**config.mk**
```make
export PLATFORM = sky130hd
export DESIGN_NAME = alu_exec_stage
export DESIGN_NICKNAME = d
export VERILOG_FILES = /design/src/rtl/alu_pkg.sv /design/src/rtl/alu_core.sv /design/src/rtl/alu_exec_stage.sv
export SDC_FILE = /design/constraint.sdc
export NUM_CORES = 1
export LEC_CHECK = 0
export ABC_CLOCK_PERIOD_IN_PS = 3400
export CELL_PAD_IN_SITES_DETAIL_PLACEMENT = 2
export CELL_PAD_IN_SITES_GLOBAL_PLACEMENT = 2
export CORE_MARGIN = 1
export CORE_UTILIZATION = 36
export CTS_BUF_LIST = sky130_fd_sc_hd__clkbuf_4
export CTS_CLUSTER_DIAMETER = 100
export CTS_CLUSTER_SIZE = 16
export DETAILED_ROUTE_END_ITERATION = 7
export HOLD_SLACK_MARGIN = 0.1
export PLACE_DENSITY = 0.91
export SETUP_SLACK_MARGIN = 0.15
export SLEW_MARGIN = 20
export SYNTH_ARGS = -nofsm -noshare
export SYNTH_HDL_FRONTEND = slang
export SYNTH_SLANG_ARGS = --single-unit
```
**constraint.sdc**
```tcl
create_clock -name clk -period 3.4 [get_ports clk]
set_clock_uncertainty 0.2 [all_clocks]
set_input_delay 0.34 -clock clk [delete_from_list [all_inputs] [get_ports clk]]
set_output_delay 0.34 -clock clk [all_outputs]
set_load 0.03 [all_outputs]
```
**src/rtl/alu_pkg.sv**
```systemverilog
// Shared ALU definitions: opcode encoding, flag bit positions and default datapath width.
// Flag vector layout is {V,C,N,Z}, indexed by the FLAG_* constants.
package alu_pkg;

    localparam int ALU_WIDTH = 16;

    localparam int FLAG_Z = 0;
    localparam int FLAG_N = 1;
    localparam int FLAG_C = 2;
    localparam int FLAG_V = 3;

    typedef enum logic [2:0] {
        OP_ADD  = 3'b000,
        OP_AND  = 3'b001,
        OP_OR   = 3'b010,
        OP_XOR  = 3'b011,
        OP_SUB  = 3'b100,
        OP_NAND = 3'b101,
        OP_NOR  = 3'b110,
        OP_XNOR = 3'b111
    } alu_op_e;

endpackage

```
**src/rtl/alu_core.sv**
```systemverilog
// Combinational ALU: result plus carry/overflow; zero latency, no flow control.
// Sub computes a + ~b + 1 so carry reads as NOT borrow; logic ops report carry = overflow = 0.
module alu_core
    import alu_pkg::*;
#(
    parameter int WIDTH = ALU_WIDTH
) (
    input  logic [WIDTH-1:0] a,
    input  logic [WIDTH-1:0] b,
    input  alu_op_e          op,
    output logic [WIDTH-1:0] result,
    output logic             carry,
    output logic             overflow
);

    logic [WIDTH:0] sum;
    logic [WIDTH:0] diff;

    always_comb begin
        sum      = {1'b0, a} + {1'b0, b};
        diff     = {1'b0, a} + {1'b0, ~b} + {{WIDTH{1'b0}}, 1'b1};
        result   = '0;
        carry    = 1'b0;
        overflow = 1'b0;
        case (op)
            OP_ADD: begin
                result   = sum[WIDTH-1:0];
                carry    = sum[WIDTH];
                overflow = (a[WIDTH-1] == b[WIDTH-1]) && (sum[WIDTH-1] != a[WIDTH-1]);
            end
            OP_SUB: begin
                result   = diff[WIDTH-1:0];
                carry    = diff[WIDTH];
                overflow = (a[WIDTH-1] != b[WIDTH-1]) && (diff[WIDTH-1] != a[WIDTH-1]);
            end
            OP_AND:  result = a & b;
            OP_OR:   result = a | b;
            OP_XOR:  result = a ^ b;
            OP_NAND: result = ~(a & b);
            OP_NOR:  result = ~(a | b);
            OP_XNOR: result = ~(a ^ b);
        endcase
    end

endmodule

```
**src/rtl/alu_exec_stage.sv**
```systemverilog
// Two-register ALU pipeline (operands -> alu_core -> result); latency 2 cycles, 1 result/cycle.
// Valid/ready backpressure, in_ready = !s1_valid || !s2_valid || out_ready; ALU_FLAGS_EN adds out_flags {V,C,N,Z}.
module alu_exec_stage
    import alu_pkg::*;
#(
    parameter int WIDTH = ALU_WIDTH,
    parameter int TAG_W = 3
) (
    input  logic             clk,
    input  logic             rst_n,
    input  logic             in_valid,
    output logic             in_ready,
    input  logic [2:0]       in_op,
    input  logic [WIDTH-1:0] in_a,
    input  logic [WIDTH-1:0] in_b,
    input  logic [TAG_W-1:0] in_tag,
    output logic             out_valid,
    input  logic             out_ready,
    output logic [WIDTH-1:0] out_result,
    output logic [TAG_W-1:0] out_tag
`ifdef ALU_FLAGS_EN
    ,
    output logic [3:0]       out_flags
`endif
);

    typedef struct packed {
        alu_op_e          op;
        logic [WIDTH-1:0] a;
        logic [WIDTH-1:0] b;
        logic [TAG_W-1:0] tag;
    } s1_t;

    s1_t              s1_q;
    logic             s1_valid;
    logic             s2_valid;
    logic             s2_adv;
    logic [WIDTH-1:0] alu_res;
    logic             alu_carry;
    logic             alu_ovf;

    // S2 can take a new value when it is empty or its current result leaves this cycle.
    assign s2_adv    = !s2_valid || out_ready;
    assign in_ready  = !s1_valid || !s2_valid || out_ready;
    assign out_valid = s2_valid;

    always_ff @(posedge clk or negedge rst_n) begin
        if (!rst_n) begin
            s1_valid <= 1'b0;
            s1_q     <= '0;
        end else if (in_ready) begin
            s1_valid <= in_valid;
            if (in_valid) begin
                s1_q <= '{op: alu_op_e'(in_op), a: in_a, b: in_b, tag: in_tag};
            end
        end
    end

    alu_core #(
        .WIDTH(WIDTH)
    ) u_core (
        .a       (s1_q.a),
        .b       (s1_q.b),
        .op      (s1_q.op),
        .result  (alu_res),
        .carry   (alu_carry),
        .overflow(alu_ovf)
    );

`ifdef ALU_FLAGS_EN
    logic [3:0] flags_nxt;

    always_comb begin
        flags_nxt         = '0;
        flags_nxt[FLAG_Z] = (alu_res == '0);
        flags_nxt[FLAG_N] = alu_res[WIDTH-1];
        flags_nxt[FLAG_C] = alu_carry;
        flags_nxt[FLAG_V] = alu_ovf;
    end

    always_ff @(posedge clk or negedge rst_n) begin
        if (!rst_n) begin
            out_flags <= '0;
        end else if (s2_adv && s1_valid) begin
            out_flags <= flags_nxt;
        end
    end
`else
    logic unused_flags;
    assign unused_flags = alu_carry ^ alu_ovf;
`endif

    // Result registers only change when a new S1 entry moves in, so they hold under stall.
    always_ff @(posedge clk or negedge rst_n) begin
        if (!rst_n) begin
            s2_valid   <= 1'b0;
            out_result <= '0;
            out_tag    <= '0;
        end else if (s2_adv) begin
            s2_valid <= s1_valid;
            if (s1_valid) begin
                out_result <= alu_res;
                out_tag    <= s1_q.tag;
            end
        end
    end

endmodule

```
==> impl_results.rst, run 1 <==
.. list-table::
   :header-rows: 1

   * - Metric
     - Value
   * - Run status
     - complete, no violations
   * - Remaining max-slew budget at the tightest pin
     - 54.0%
   * - # fillers
     - 1,403
   * - VDD IR-drop max
     - 0.273 mV
   * - Average wire length per cell after detail routing
     - 20.4 microns
   * - Detailed placement HPWL
     - 11,400 microns
   * - Ratio of cells with drive above 1 in the final layout
     - 14.6%
   * - Cells after synthesis
     - 513
   * - Area used by multi-input combinational logic
     - 2940 sq um
   * - Final Instance Area
     - 5680 sq um
   * - Residual antenna-violating net count after detailed routing
     - 0
   * - Routed via count
     - 4,112
   * - FF+latch area
     - 1480 sq um
   * - Classification of the worst setup path
     - flop to flop
   * - Worst EP arrival
     - 3.22 ns
   * - Synth top area share
     - 31.0%
   * - Tot Pwr
     - 3.50 mW
   * - Setup_tns
     - 0 ns
   * - Clock buffers created by TritonCTS
     - 9
   * - Cell at the slowest stage of the critical path
     - a311oi_2
   * - Signed area change from the synthesized netlist to the final layout
     - 19.3%
   * - Die X
     - 117 microns
   * - Highest net fanout along the worst path
     - 4
   * - Final-stage net count
     - 656
   * - Share of synthesized flip-flops with an asynchronous set or reset
     - 100%
   * - Total of cells resized after clock tree synthesis
     - 0
   * - Power density cells
     - 617 nW/um^2
   * - Initial antenna violation count
     - 1
   * - Summed instance area of the synthesized netlist
     - 4760 sq um
   * - Number of detailed-routing iterations run before antenna repair
     - 7
   * - 1st-iter DRT viols
     - 247
   * - CP Data Required Time
     - 3.55 ns
   * - Number of hold violations in the final report
     - 0
   * - Number of pins with negative max-slew slack in the final report
     - 0
   * - Post-synth EDFFs
     - 0
   * - Actual slew at the worst max-slew pin
     - 0.690 ns
   * - Global route overflow
     - 0
   * - Final worst hold slack
     - 0.238 ns
   * - Sequential area share after synthesis
     - 31.0%
   * - Root buffer cell
     - clkbuf_4
   * - Maximum root-to-sink buffer count
     - 2
   * - Number of input and output port buffers inserted
     - 62
   * - Final critical path time including I/O delays and setup
     - 3.07 ns
   * - Library cells used by synthesis
     - 62
   * - All-layer global routing usage
     - 23.8%
   * - Period utilization
     - 90.4%
   * - Y dimension of the die
     - 117 microns
   * - Top delay family on crit path
     - compound AO/OA/AOI/OAI gates
   * - Number of warnings printed during yosys synthesis
     - 0
   * - Per-cell via count in the routed design
     - 5.53
   * - Peak clock frequency supported by timing
     - 0.325 GHz
   * - Latest clock arrival within the worst-skew pair
     - 0.47 ns
   * - Detailed-routing wirelength on met1
     - 6420 microns
   * - Core Footprint
     - 12,800 sq um
   * - Maximum number of pins on one net before global-route repair
     - 50
   * - Highest cell delay on the worst timing path
     - 0.50 ns
   * - Number of standard-cell rows in the floorplan
     - 41
   * - # H-tree levels
     - 3
   * - Yosys top cell by area
     - dfrtp_1
   * - Setup repair after global routing missed its margin
     - no
   * - Ports placed on the boundary
     - 63
   * - Cell breakdown of the critical path
     - inv_1 -> ha_1 -> nor2_1 -> o311ai_2 -> a21oi_1 -> a311oi_2 -> o21ai_2 -> xnor2_1 -> a222oi_1 -> o21ai_1
   * - Number of global-route vias before repair
     - 4,599
   * - Sinks on Clock Net
     - 59
   * - Critical path startpoint category
     - flop
   * - Clock tree from TritonCTS
     - yes
   * - Finish-stage setup viols
     - 0
   * - Total Wirelength
     - 15,100 microns
   * - Most frequent cells after synthesis
     - dfrtp_1 (59), ha_1 (47), inv_1 (45)
   * - Weighted congestion reported at the end of routability-driven placement
     - 0.898
   * - Max Cap Violations
     - 0
   * - Leakage component of the power
     - 2.51 nW
   * - Wire length on met3
     - 624 microns
   * - Amount of wire on met2 after detailed routing
     - 7780 microns
   * - Highest routed layer
     - met4
   * - Area after DPL
     - 5510 sq um
   * - Leading cell type by number of instances after synthesis
     - dfrtp_1
   * - Worst Hold Class
     - input port to async pin
   * - Die Outline Area
     - 13,700 sq um
   * - DRC violations left
     - 0
   * - Utilization after layout
     - 44.4%
   * - Flip-flop and latch count after synthesis
     - 59
   * - Effective utilization at floorplan
     - 37.2%
   * - Clock-pin slew on the worst setup and hold paths
     - 0.12 ns
   * - Average instance area after synthesis
     - 9.27 sq um
   * - Endpoint kind of the worst setup timing path
     - flop
   * - Post-synth top flop
     - dfrtp_1
   * - Post-synthesis net count
     - 604
   * - Global-route wire length before repair
     - 24,000 microns
   * - Synth area leaders
     - dfrtp_1 (31%), ha_1 (12%), mux2_2 (9.0%), xnor2_1 (3.9%), inv_1 (3.6%)
   * - Worst Path Buf+Inv
     - 1
-- metrics by stage --
step	worst slack [ns]	std cells
after floorplan	0.736	513
after global placement	0.524	725
after detailed placement	0.366	725
after CTS	0.336	742
after global routing	0.180	743
final	0.326	743
-- area by class of cell --
cell class	count	share of cell area (%)
Tap cell	172	3.79
Inverter	47	3.11
Antenna cell	1	0.0441
Multi-Input combinational cell	374	51.8
Timing Repair Buffer	74	12.5
Clock inverter	6	1.41
Clock buffer	10	1.32
Sequential cell	59	26.0
-- flip-flops by register name, indices dropped and copies added, names as in the netlist --
signal,flops
s1_valid,1
out_valid,1
out_result,16
out_tag,3
s1_q,38
-- where the power goes --
part | leakage, nW | switching [mW] | total, mW | internal (mW)
logic | 1.74 | 1.12 | 1.91 | 0.788
clock network | 0.0815 | 0.304 | 0.604 | 0.300
registers | 0.691 | 0.136 | 0.989 | 0.853
total | 2.51 | 1.56 | 3.50 | 1.94
-- cells in the final DEF (no fill, tap or decap), drive strengths merged, types with 4 or more instances in the layout --
cell type      Yosys  layout
a31oi              8       8
a221oi             7       7
mux2i              8       8
o21bai             6       6
a222oi             4       4
xnor2             21      21
ha                47      47
o221ai             4       4
clkdlybuf4s50      0      61
nand3              6       6
nor2b              8       8
dfrtp             59      59
nand2b             8       8
clkbuf            13      10
a21o               5       5
nor2              32      32
nand2             39      39
a21oi             30      30
o21ai             23      23
nor3              11      11
mux2              38      38
xor2              15      15
o22ai              7       7
inv               47      47
buf               20      12
and3               4       4
-- routing by layer --
layer  track usage (%)  up-vias
li1                  -     1899
met5                 0        -
met4              9.96        0
met3              4.99       28
met1              27.9     2082
met2              42.1      103
-- cells by family after synthesis --
logic type | after synthesis | synth area share [%]
flops | 59 | 31.0
mux | 46 | 10.7
fa+ha+maj | 49 | 13.2
buf+inv | 80 | 7.13
xor+xnor | 36 | 6.63
compound gates | 124 | 19.8
simple gates | 119 | 11.5
-- what timing repair did --
action,4_1_cts,5_1_grt
setup buffers,0,0
endpoints found under the setup margin,0,0
hold buffers,1,0
hold endpoints to repair,27,0
-- final timing paths --
check,start,end,slack [ns],cells past startpoint
worst max-delay path,s1_q[4],out_result[11],0.33,10
worst min-delay path,rst_n,s1_q[8],0.24,2
worst max register to register,s1_q[4],out_result[11],0.33,10
worst min register to register,s1_q[1],out_tag[1],0.30,2
max in group asynchronous,rst_n,s1_q[37],1.85,3
min in group clk,in_a[1],s1_q[20],0.27,2
Power figures use the tool's default switching activity.
==> run 2, diff against run 1 <==
--- a/config.mk
+++ b/config.mk
@@ -5,7 +5,6 @@
 export SDC_FILE = /design/constraint.sdc
 export NUM_CORES = 1
 export LEC_CHECK = 0
-export ABC_CLOCK_PERIOD_IN_PS = 3400
 export CELL_PAD_IN_SITES_DETAIL_PLACEMENT = 2
 export CELL_PAD_IN_SITES_GLOBAL_PLACEMENT = 2
 export CORE_MARGIN = 1
==> results of run 2 <==
Same layout as run 1: the final DEF is identical, and so are final timing and power.
